### src/rtl/twiddle_apply_stage_pkg.sv
// Shared constants for twiddle_apply_stage: sample width, twiddle fraction bits,
// saturation bounds and the radix-4 twiddle address map (i_lo*i_hi mod 4).
package twiddle_apply_stage_pkg;

  localparam int SAMPLE_W     = 18;
  localparam int TW_FRAC_BITS = 10;
  localparam int PROD_W       = 2 * SAMPLE_W;
  localparam int SUM_W        = PROD_W + 1;

  localparam logic signed [SAMPLE_W-1:0] SAT_MAX = 18'sh1ffff;
  localparam logic signed [SAMPLE_W-1:0] SAT_MIN = 18'sh20000;

  typedef struct packed {
    logic signed [SAMPLE_W-1:0] re;
    logic signed [SAMPLE_W-1:0] im;
  } cplx_t;

  // Two bits per entry, entry index {i_hi, i_lo}, entry 15 in the MSBs.
  localparam logic [31:0] TW_ADDR_LUT = {
    2'd1, 2'd2, 2'd3, 2'd0,
    2'd2, 2'd0, 2'd2, 2'd0,
    2'd3, 2'd2, 2'd1, 2'd0,
    2'd0, 2'd0, 2'd0, 2'd0
  };

  function automatic logic [1:0] tw_addr_of(input logic [1:0] i_lo, input logic [1:0] i_hi);
    logic [4:0] base;
    base = {i_hi, i_lo, 1'b0};
    return TW_ADDR_LUT[base +: 2];
  endfunction

  // Returns {saturated, value}.
  function automatic logic [SAMPLE_W:0] sat_sample(input logic signed [SUM_W-1:0] v);
    if (v > SUM_W'(SAT_MAX))      return {1'b1, SAT_MAX};
    else if (v < SUM_W'(SAT_MIN)) return {1'b1, SAT_MIN};
    else                          return {1'b0, v[SAMPLE_W-1:0]};
  endfunction

endpackage

### src/rtl/twiddle_apply_stage_cmul_round_sat.sv
// S1/S2 of twiddle_apply_stage: 18x18 complex multiply, round half up, saturate to 18 bits.
// With TWIDDLE_APPLY_SAT_FLAG_EN defined it also keeps the sticky per-frame saturation flag.
module twiddle_apply_stage_cmul_round_sat
  import twiddle_apply_stage_pkg::*;
#(
  parameter int FRAC_BITS = TW_FRAC_BITS
) (
  input  logic  clk,
  input  logic  rst,
  input  logic  en,
  input  logic  in_valid,
  input  logic  in_last,
  input  cplx_t x,
  input  cplx_t tw,
`ifdef TWIDDLE_APPLY_SAT_FLAG_EN
  input  logic  out_taken,
  output logic  sat_flag,
`endif
  output logic  out_valid,
  output logic  out_last,
  output cplx_t y
);

  localparam logic signed [SUM_W-1:0] RND = SUM_W'(1) << (FRAC_BITS - 1);

  logic                     s1_valid, s1_last;
  logic signed [PROD_W-1:0] ac_q, bd_q, ad_q, bc_q;
  logic signed [SUM_W-1:0]  re_sum, im_sum, re_sh, im_sh;
  logic [SAMPLE_W:0]        re_sat, im_sat;

  always_ff @(posedge clk) begin
    if (rst) begin
      s1_valid <= 1'b0;
      s1_last  <= 1'b0;
      ac_q     <= '0;
      bd_q     <= '0;
      ad_q     <= '0;
      bc_q     <= '0;
    end else if (en) begin
      s1_valid <= in_valid;
      s1_last  <= in_last;
      ac_q     <= PROD_W'(x.re) * PROD_W'(tw.re);
      bd_q     <= PROD_W'(x.im) * PROD_W'(tw.im);
      ad_q     <= PROD_W'(x.re) * PROD_W'(tw.im);
      bc_q     <= PROD_W'(x.im) * PROD_W'(tw.re);
    end
  end

  always_comb begin
    re_sum = SUM_W'(ac_q) - SUM_W'(bd_q);
    im_sum = SUM_W'(ad_q) + SUM_W'(bc_q);
    re_sh  = (re_sum + RND) >>> FRAC_BITS;
    im_sh  = (im_sum + RND) >>> FRAC_BITS;
    re_sat = sat_sample(re_sh);
    im_sat = sat_sample(im_sh);
  end

  always_ff @(posedge clk) begin
    if (rst) begin
      out_valid <= 1'b0;
      out_last  <= 1'b0;
      y         <= '0;
    end else if (en) begin
      out_valid <= s1_valid;
      out_last  <= s1_last;
      y.re      <= re_sat[SAMPLE_W-1:0];
      y.im      <= im_sat[SAMPLE_W-1:0];
    end
  end

`ifdef TWIDDLE_APPLY_SAT_FLAG_EN
  // The departing last sample clears the flag; the sample loaded on that same edge still counts.
  always_ff @(posedge clk) begin
    if (rst) begin
      sat_flag <= 1'b0;
    end else if (en) begin
      sat_flag <= ((out_taken && out_last) ? 1'b0 : sat_flag)
                | (s1_valid & (re_sat[SAMPLE_W] | im_sat[SAMPLE_W]));
    end
  end
`endif

endmodule

### src/rtl/twiddle_apply_stage.sv
// Radix-4 twiddle apply stage: drives the twiddle table address, aligns the returned twiddle
// with the sample and emits rounded, saturated products. Option: TWIDDLE_APPLY_SAT_FLAG_EN.
module twiddle_apply_stage
  import twiddle_apply_stage_pkg::*;
#(
  parameter int TW_FF     = 1,
  parameter int FRAC_BITS = TW_FRAC_BITS,
  parameter int FRAME_LEN = 16
) (
  input  logic                       clk,
  input  logic                       rst,
  input  logic                       in_valid,
  output logic                       in_ready,
  input  logic signed [SAMPLE_W-1:0] in_re,
  input  logic signed [SAMPLE_W-1:0] in_im,
  output logic [1:0]                 tw_addr,
  input  logic signed [SAMPLE_W-1:0] tw_re,
  input  logic signed [SAMPLE_W-1:0] tw_im,
  output logic                       out_valid,
  input  logic                       out_ready,
  output logic signed [SAMPLE_W-1:0] out_re,
  output logic signed [SAMPLE_W-1:0] out_im,
`ifdef TWIDDLE_APPLY_SAT_FLAG_EN
  output logic                       sat_flag,
`endif
  output logic                       out_last
);

  localparam int IDX_W = $clog2(FRAME_LEN);

  if (TW_FF < 0 || TW_FF > 1) begin : g_bad_tw_ff
    $error("twiddle_apply_stage: TW_FF must be 0 or 1");
  end
  if (FRAME_LEN < 16 || (FRAME_LEN & (FRAME_LEN - 1)) != 0) begin : g_bad_frame_len
    $error("twiddle_apply_stage: FRAME_LEN must be a power of two >= 16");
  end

  logic             adv;
  logic [IDX_W-1:0] idx;
  logic             s0_valid, s0_last;
  cplx_t            s0_x;
  logic             a_valid, a_last;
  cplx_t            a_x, a_tw, tw_in, mult_tw, y;

  assign adv      = !out_valid || out_ready;
  assign in_ready = adv && !rst;
  assign tw_in    = '{re: tw_re, im: tw_im};
  assign out_re   = y.re;
  assign out_im   = y.im;

  // S0: tw_addr is held with the sample so the table output stays tied to it while stalled.
  always_ff @(posedge clk) begin
    if (rst) begin
      s0_valid <= 1'b0;
      s0_last  <= 1'b0;
      s0_x     <= '0;
      idx      <= '0;
      tw_addr  <= 2'd0;
    end else if (adv) begin
      s0_valid <= in_valid;
      if (in_valid) begin
        s0_x    <= '{re: in_re, im: in_im};
        s0_last <= (idx == IDX_W'(FRAME_LEN - 1));
        tw_addr <= tw_addr_of(idx[1:0], idx[3:2]);
        idx     <= idx + 1'b1;
      end
    end
  end

  always_ff @(posedge clk) begin
    if (rst) begin
      a_valid <= 1'b0;
      a_last  <= 1'b0;
      a_x     <= '0;
    end else if (adv) begin
      a_valid <= s0_valid;
      a_last  <= s0_last;
      a_x     <= s0_x;
    end
  end

  if (TW_FF == 0) begin : g_tw_comb
    always_ff @(posedge clk) begin
      if (rst)      a_tw <= '0;
      else if (adv) a_tw <= tw_in;
    end
    assign mult_tw = a_tw;
  end else begin : g_tw_reg
    // Registered table: its output matches the sample only in the cycle right after the
    // sample entered the align stage, so it is used live then and captured for later stalls.
    logic a_fresh;
    always_ff @(posedge clk) begin
      if (rst) begin
        a_fresh <= 1'b0;
        a_tw    <= '0;
      end else begin
        a_fresh <= adv;
        if (a_fresh) a_tw <= tw_in;
      end
    end
    assign mult_tw = a_fresh ? tw_in : a_tw;
  end

  twiddle_apply_stage_cmul_round_sat #(
    .FRAC_BITS (FRAC_BITS)
  ) u_cmul (
    .clk       (clk),
    .rst       (rst),
    .en        (adv),
    .in_valid  (a_valid),
    .in_last   (a_last),
    .x         (a_x),
    .tw        (mult_tw),
`ifdef TWIDDLE_APPLY_SAT_FLAG_EN
    .out_taken (out_valid && out_ready),
    .sat_flag  (sat_flag),
`endif
    .out_valid (out_valid),
    .out_last  (out_last),
    .y         (y)
  );

endmodule

### config.mk
export PLATFORM = sky130hd
export DESIGN_NAME = twiddle_apply_stage
export DESIGN_NICKNAME = d
export VERILOG_FILES = /design/src/rtl/twiddle_apply_stage_pkg.sv /design/src/rtl/twiddle_apply_stage_cmul_round_sat.sv /design/src/rtl/twiddle_apply_stage.sv
export SDC_FILE = /design/constraint.sdc
export NUM_CORES = 2
export LEC_CHECK = 0
export BUFFER_PORTS_ARGS = -buffer_cell sky130_fd_sc_hd__buf_2
export CAP_MARGIN = 20
export CORE_MARGIN = 5
export CORE_UTILIZATION = 55
export DETAILED_ROUTE_END_ITERATION = 12
export PLACE_DENSITY = 0.69
export SLEW_MARGIN = 25
export SYNTH_ARGS = -nofsm -noshare
export SYNTH_HDL_FRONTEND = slang
export SYNTH_SLANG_ARGS = --single-unit
export TNS_END_PERCENT = 1
### constraint.sdc
create_clock -name clk -period 8.1 [get_ports clk]
set_input_delay 0.81 -clock clk [delete_from_list [all_inputs] [get_ports clk]]
set_output_delay 0.81 -clock clk [all_outputs]
set_load 0.02 [all_outputs]
* After elaboration in Yosys (flattened, before gate mapping)
Cells that the tools add are included.
** Operators by class
- $add $sub $neg :: 5
- Multiply operators :: 4
- Order comparisons :: 4
- Equal/unequal tests :: 1
- Shift-type cells :: 1
- Multiplexer cells :: 5
- Reductions and logical operators :: 5
** Operators with widths (number)
- multiplier 18 x 18 -> 36 bit :: 4
- adder 37 x 11 -> 37 bit, second input constant :: 2
- 2-to-1 mux 18 bit :: 4
- > comparator 27 x 18 -> 1 bit, second input constant :: 2
- < comparator 27 x 18 -> 1 bit, second input constant :: 2
- adder 36 x 36 -> 37 bit :: 1
- subtractor 36 x 36 -> 37 bit :: 1
- 2-to-1 mux 36 bit :: 1
- variable part select 32 x 6 -> 2 bit, first input constant :: 1
- adder 4 x 1 -> 4 bit, second input constant :: 1
- equality test 4 bit, second input constant :: 1
- logical NOT 1 bit :: 2
- AND reduction 2 bit :: 1
- logical AND 1 bit :: 1
- logical OR 1 bit :: 1
** Word-level totals
- Register bits after elaboration :: 303
- Bits of input ports :: 76
- Logic and storage cells :: 48

* Depth between registers and ports, before layout
- Depth after elaboration :: 5
- Depth in mapped cells :: 31
- Depth with buffers taken out :: 28

* Hierarchy
A second synthesis with hierarchy kept.
** Unflattened totals
- Cell total of the unflattened synthesis :: 7083
- Area total of the unflattened synthesis :: 63644.8 µm²
** By module, submodules not included
- twiddle_apply_stage_cmul_round_sat :: instances 1, cells each 6591, area each 59150.5 µm², sequential area each 3683.5 µm²
- twiddle_apply_stage :: instances 1, cells each 492, area each 4494.3 µm², sequential area each 2382.3 µm²

* Least setup slack after synthesis
No wires, ideal clock.
- Path type :: register to register
- From :: reg g_tw_reg.a_fresh
- To :: reg u_cmul.bc_q[35]
- Arrival :: 7.342 ns
- Setup slack :: 0.673 ns
- Cell stages (with the launch flop) :: 30
- Path buffers :: 3
- Period minus slack after synthesis :: 7.427 ns
- Cell sequence :: dfxtp_1 clkbuf_1 clkbuf_1 mux2_2 clkbuf_1 nand2_1 fa_1 inv_1 fa_1 inv_1 fa_1 inv_1 fa_1 fa_1 inv_1 fa_1 inv_1 ha_1 a21o_1 a21o_1 a21o_1 a21oi_1 nor2b_1 o211ai_1 o2111ai_1 o221a_2 o41ai_1 o21ai_0 xnor2_1 a211oi_1
** Between the ends
- Word-level cells in the longest chain between the ends :: 2
** Ends and longest elaborated chain
- start: declaration :: line twiddle_apply_stage.sv:91 : logic a_fresh;
- start signal: assignment :: line twiddle_apply_stage.sv:97 : a_fresh <= adv;
- 2-to-1 mux 36 bit
- multiplier 18 x 18 -> 36 bit :: line twiddle_apply_stage_cmul_round_sat.sv:45 : bc_q <= PROD_W'(x.im) * PROD_W'(tw.re);
- end signal: assignment :: line twiddle_apply_stage_cmul_round_sat.sv:45
- end: declaration :: line twiddle_apply_stage_cmul_round_sat.sv:27 : logic signed [PROD_W-1:0] ac_q, bd_q, ad_q, bc_q;
Every way passes these cells.
A chain may end at the register's enable or synchronous reset.

* Worst setup path after layout
- From :: reg g_tw_reg.a_fresh
- To :: reg u_cmul.ad_q[35]
** Between the ends
- Word-level cells in the longest chain between the ends :: 2
** Ends and longest elaborated chain
- 2-to-1 mux 36 bit
- multiplier 18 x 18 -> 36 bit :: line twiddle_apply_stage_cmul_round_sat.sv:44 : ad_q <= PROD_W'(x.re) * PROD_W'(tw.im);
- end signal: assignment :: line twiddle_apply_stage_cmul_round_sat.sv:44
- end: declaration :: line twiddle_apply_stage_cmul_round_sat.sv:27
Every way passes these cells.

==> implementation parameters <==
Parameter                              Value

STA
  Worst hold slack    approximately 450 ps
  Max-slew violations    0
  Post-layout minimum cycle time    7839 ps
  Count of endpoints failing hold in the final timing report    0
  Final cycle utilization of the critical path    0.9678
  Fmax    between 100 and 150 MHz
  Setup skew after layout    34.38 ps
  Final-report setup violation count    0
  RSZ-0062 raised after global routing    no
  Post-route setup TNS    0 ps
  Worst Tran Pin Value    around 1100 ps
  Worst slew margin    0.2790

Synthesis
  Sequential element share of the synthesized area    0.09681
  Syn_nets    8981
  Cell type with the highest aggregate area in the netlist    sky130_fd_sc_hd__fa_1
  Number of enable flip-flop cells after synthesis    0
  Unique cell type count in the Yosys netlist    between 80 and 90
  Cell types with the largest area share after synthesis    sky130_fd_sc_hd__fa_1, sky130_fd_sc_hd__ha_1, sky130_fd_sc_hd__dfxtp_1
  Synthesized cell area    between 60000 and 70000 um2
  Number of warnings reported in the yosys synthesis log    0
  Number of synthesized register bits    around 300
  Share of flip-flops with an asynchronous set or reset    0
  Yosys top cell area share    0.4204
  Post-synth top flop    sky130_fd_sc_hd__dfxtp_1
  Post-synthesis cell count    about 7100
  Syn Area/Cell    between 8 and 9 um2

Flow run
  Max cap viols    0

Routing
  Top Layer Used    met5
  Wire length reported by the detailed router    163.9 mm
  Vias    around 47000
  Remaining DRCs    0
  Met2 routed WL    around 75 mm
  Routed Antenna Nets    0
  Total met3 wirelength after detailed routing    12.75 mm
  Met1 routed wirelength after detailed routing    68.33 mm
  1st-iter DRT viols    about 3500
  Total iterations of the first detailed-routing run    6
  Vias per Instance    approximately 5.4
  Average wire length per cell after detail routing    around 19 um

Finish
  Final core utilization    0.5900
  Number of nets at the end of the flow    ~9000
  Antenna Diode Count    0
  Signed area change from the synthesized netlist to the final layout    6.218%
  Fraction of layout instances using a drive strength above 1    0.06659

Critical path
  Worst path required time    about 8600 ps
  Crit end category    flop
  Top fanout value on the critical path    13
  Crit-path max cell delay    ~560 ps
  Startpoint Class    flop
  Critical path type    reg -> reg
  Cell type with the highest occurrence count on the critical path    sky130_fd_sc_hd__fa_1
  Critical path arrival    between 8000 and 9000 ps
  Slowest cell on the critical path    sky130_fd_sc_hd__mux2_2

GRT
  Total congestion overflow after global routing    0
  Number of antenna violations at the first check in global routing    2
  Global-route wire length before repair    around 260 mm
  Number of global-route vias before repair    48140
  Pin count of the biggest net entering global routing    ~160
  Total global routing track utilization    0.2770

Power and ir drop
  Cell leakage power    34.26 nW
  Worst VDD drop    ~0.23 mV
  Cell Pwr Density    166.6 nW/um2
  Tot Pwr    ~11 mW

Floorplan
  Die Outline Area    ~120000 um2
  Boundary pin count    roughly 120
  Initial core utilization    0.5555
  Width of the die    ~350 um
  Rows    approximately 120
  Overall die height    about 350 um
  Floorplan core area    ~110000 um2

Placed design
  Port bufs    around 120
  Final HPWL from detailed placement    about 130 mm
  Final weighted congestion in routability-driven placement    approximately 0.92

Clocking
  Clock tree from TritonCTS    built
  Worst skew pair latency    600 ps
  Clock tree sinks    303
  Buffers inserted during post-CTS setup optimization    0
  Clock tree buffer depth    3
  H-tree depth reported by CTS    2
  Count of hold buffers inserted by post-cts repair    0
  Library cell used as clock root buffer    sky130_fd_sc_hd__clkbuf_16
  Clock buffer count from CTS    38
  Clock-pin slew on the worst setup and hold paths    60 ps

Min path
  Hold WC Path Type    in -> reg

Status
  Result of the run    completed
cell families (layout without fill, tap and decap cells):
family	count (synthesis)	count (layout)	share of synthesized area
and+or+nand+nor	2127	2127	0.1626
buffers and inverters	1918	1928	0.1158
adders and majority gates	1827	1827	0.5225
AOI/OAI and AO/OA	661	661	0.06667
DFF	303	303	0.09681
xor gates and xnor gates	193	193	0.02710
muxes	49	49	0.008566
sequential cells by signal (all words and copies together) (netlist names), 2 cells and up:
name,flops
u_cmul.bc_q,36
tw_addr,2
u_cmul.y,36
u_cmul.ac_q,36
idx,4
u_cmul.ad_q,36
u_cmul.bd_q,36
a_x,36
s0_x,36
a_tw,36
placed cells by master (no fill, tap or decap), drive strengths merged, types with 5 or more instances in the layout:
master / instances
a211oi: 54
a21o: 86
a21oi: 308
a31oi: 16
and2: 643
and3: 23
buf: 295
clkbuf: 50
clkinv: 9
dfxtp: 303
fa: 1316
ha: 511
inv: 1571
mux2: 37
mux2i: 12
nand2: 1038
nand2b: 24
nand3: 34
nand4: 14
nor2: 198
nor2b: 61
nor3: 37
o211ai: 8
o21a: 19
o21ai: 94
o21bai: 11
o311ai: 5
o31ai: 10
or2: 22
or3: 17
xnor2: 129
xor2: 64
worst max-delay path: cells and delay by family, from the launching register on:
kind	cells	cell delay [ps]
compound gates	6	1440
simple gates	6	970
buf+inv	7	1050
mux	1	560
flops	1	450
fa+ha+maj	7	3270
final cells by class:
class | instances | area, um2
tap | 1500 | 1877
sequential | 303 | 6072
multi-input combinational | 4857 | 49440
clock buffer | 50 | 1077
timing repair buffer | 295 | 2038
inverter | 1567 | 5882
fill | 9888 | 46250
clock inverter | 16 | 170.2
what timing repair did:
action	in CTS	in global routing
gates resized for setup	0	15
hold endpoints to repair	0	0
setup endpoints to repair	0	12
cells in the mapped netlist (all sizes together) (10+ instances only):
master / n
a211oi: 54
a21o: 86
a21oi: 308
a31oi: 16
and2: 643
and3: 23
buf: 53
clkbuf: 296
dfxtp: 303
fa: 1316
ha: 511
inv: 1567
mux2: 37
mux2i: 12
nand2: 1038
nand2b: 24
nand3: 34
nand4: 14
nor2: 198
nor2b: 61
nor3: 37
o21a: 19
o21ai: 94
o21bai: 11
o31ai: 10
or2: 22
or3: 17
xnor2: 129
xor2: 64
stage by stage:
stage,worst slack [ps],instances,instance area [um2]
2_1_floorplan,672.9,7078,62660
3_3_place_gp,175.5,8522,65250
3_5_place_dp,72.91,8522,65250
4_1_cts,240.7,8588,66500
5_1_grt,2.750,8588,66560
6_report,261.1,8588,66560
final timing paths:
kind                    start  cells after the start  slack [ps]         endpoint
max          g_tw_reg.a_fresh                     27         260  u_cmul.ad_q[35]
min                  in_re[1]                      3         450         s0_x[19]
max reg2reg  g_tw_reg.a_fresh                     27         260  u_cmul.ad_q[35]
min reg2reg      u_cmul.y[10]                      2         450     u_cmul.y[10]
per-layer routing:
metal	up-vias	GRT usage
li1	20990	-
met1	23550	0.3875
met2	1731	0.4347
met3	297	0.04483
met4	2	0.1115
met5	-	0
power breakdown:
| part | total [mW] | internal (mW) | leakage, nW | switching (mW) |
|---|---|---|---|---|
| Sequential | 2.08 | 1.82 | 2.50 | 0.261 |
| Combinational | 7.25 | 2.76 | 31.1 | 4.49 |
| Clock | 1.76 | 1.01 | 0.617 | 0.750 |
| Total | 11.1 | 5.59 | 34.3 | 5.50 |
No activity file was read; power rests on OpenSTA's default activity.
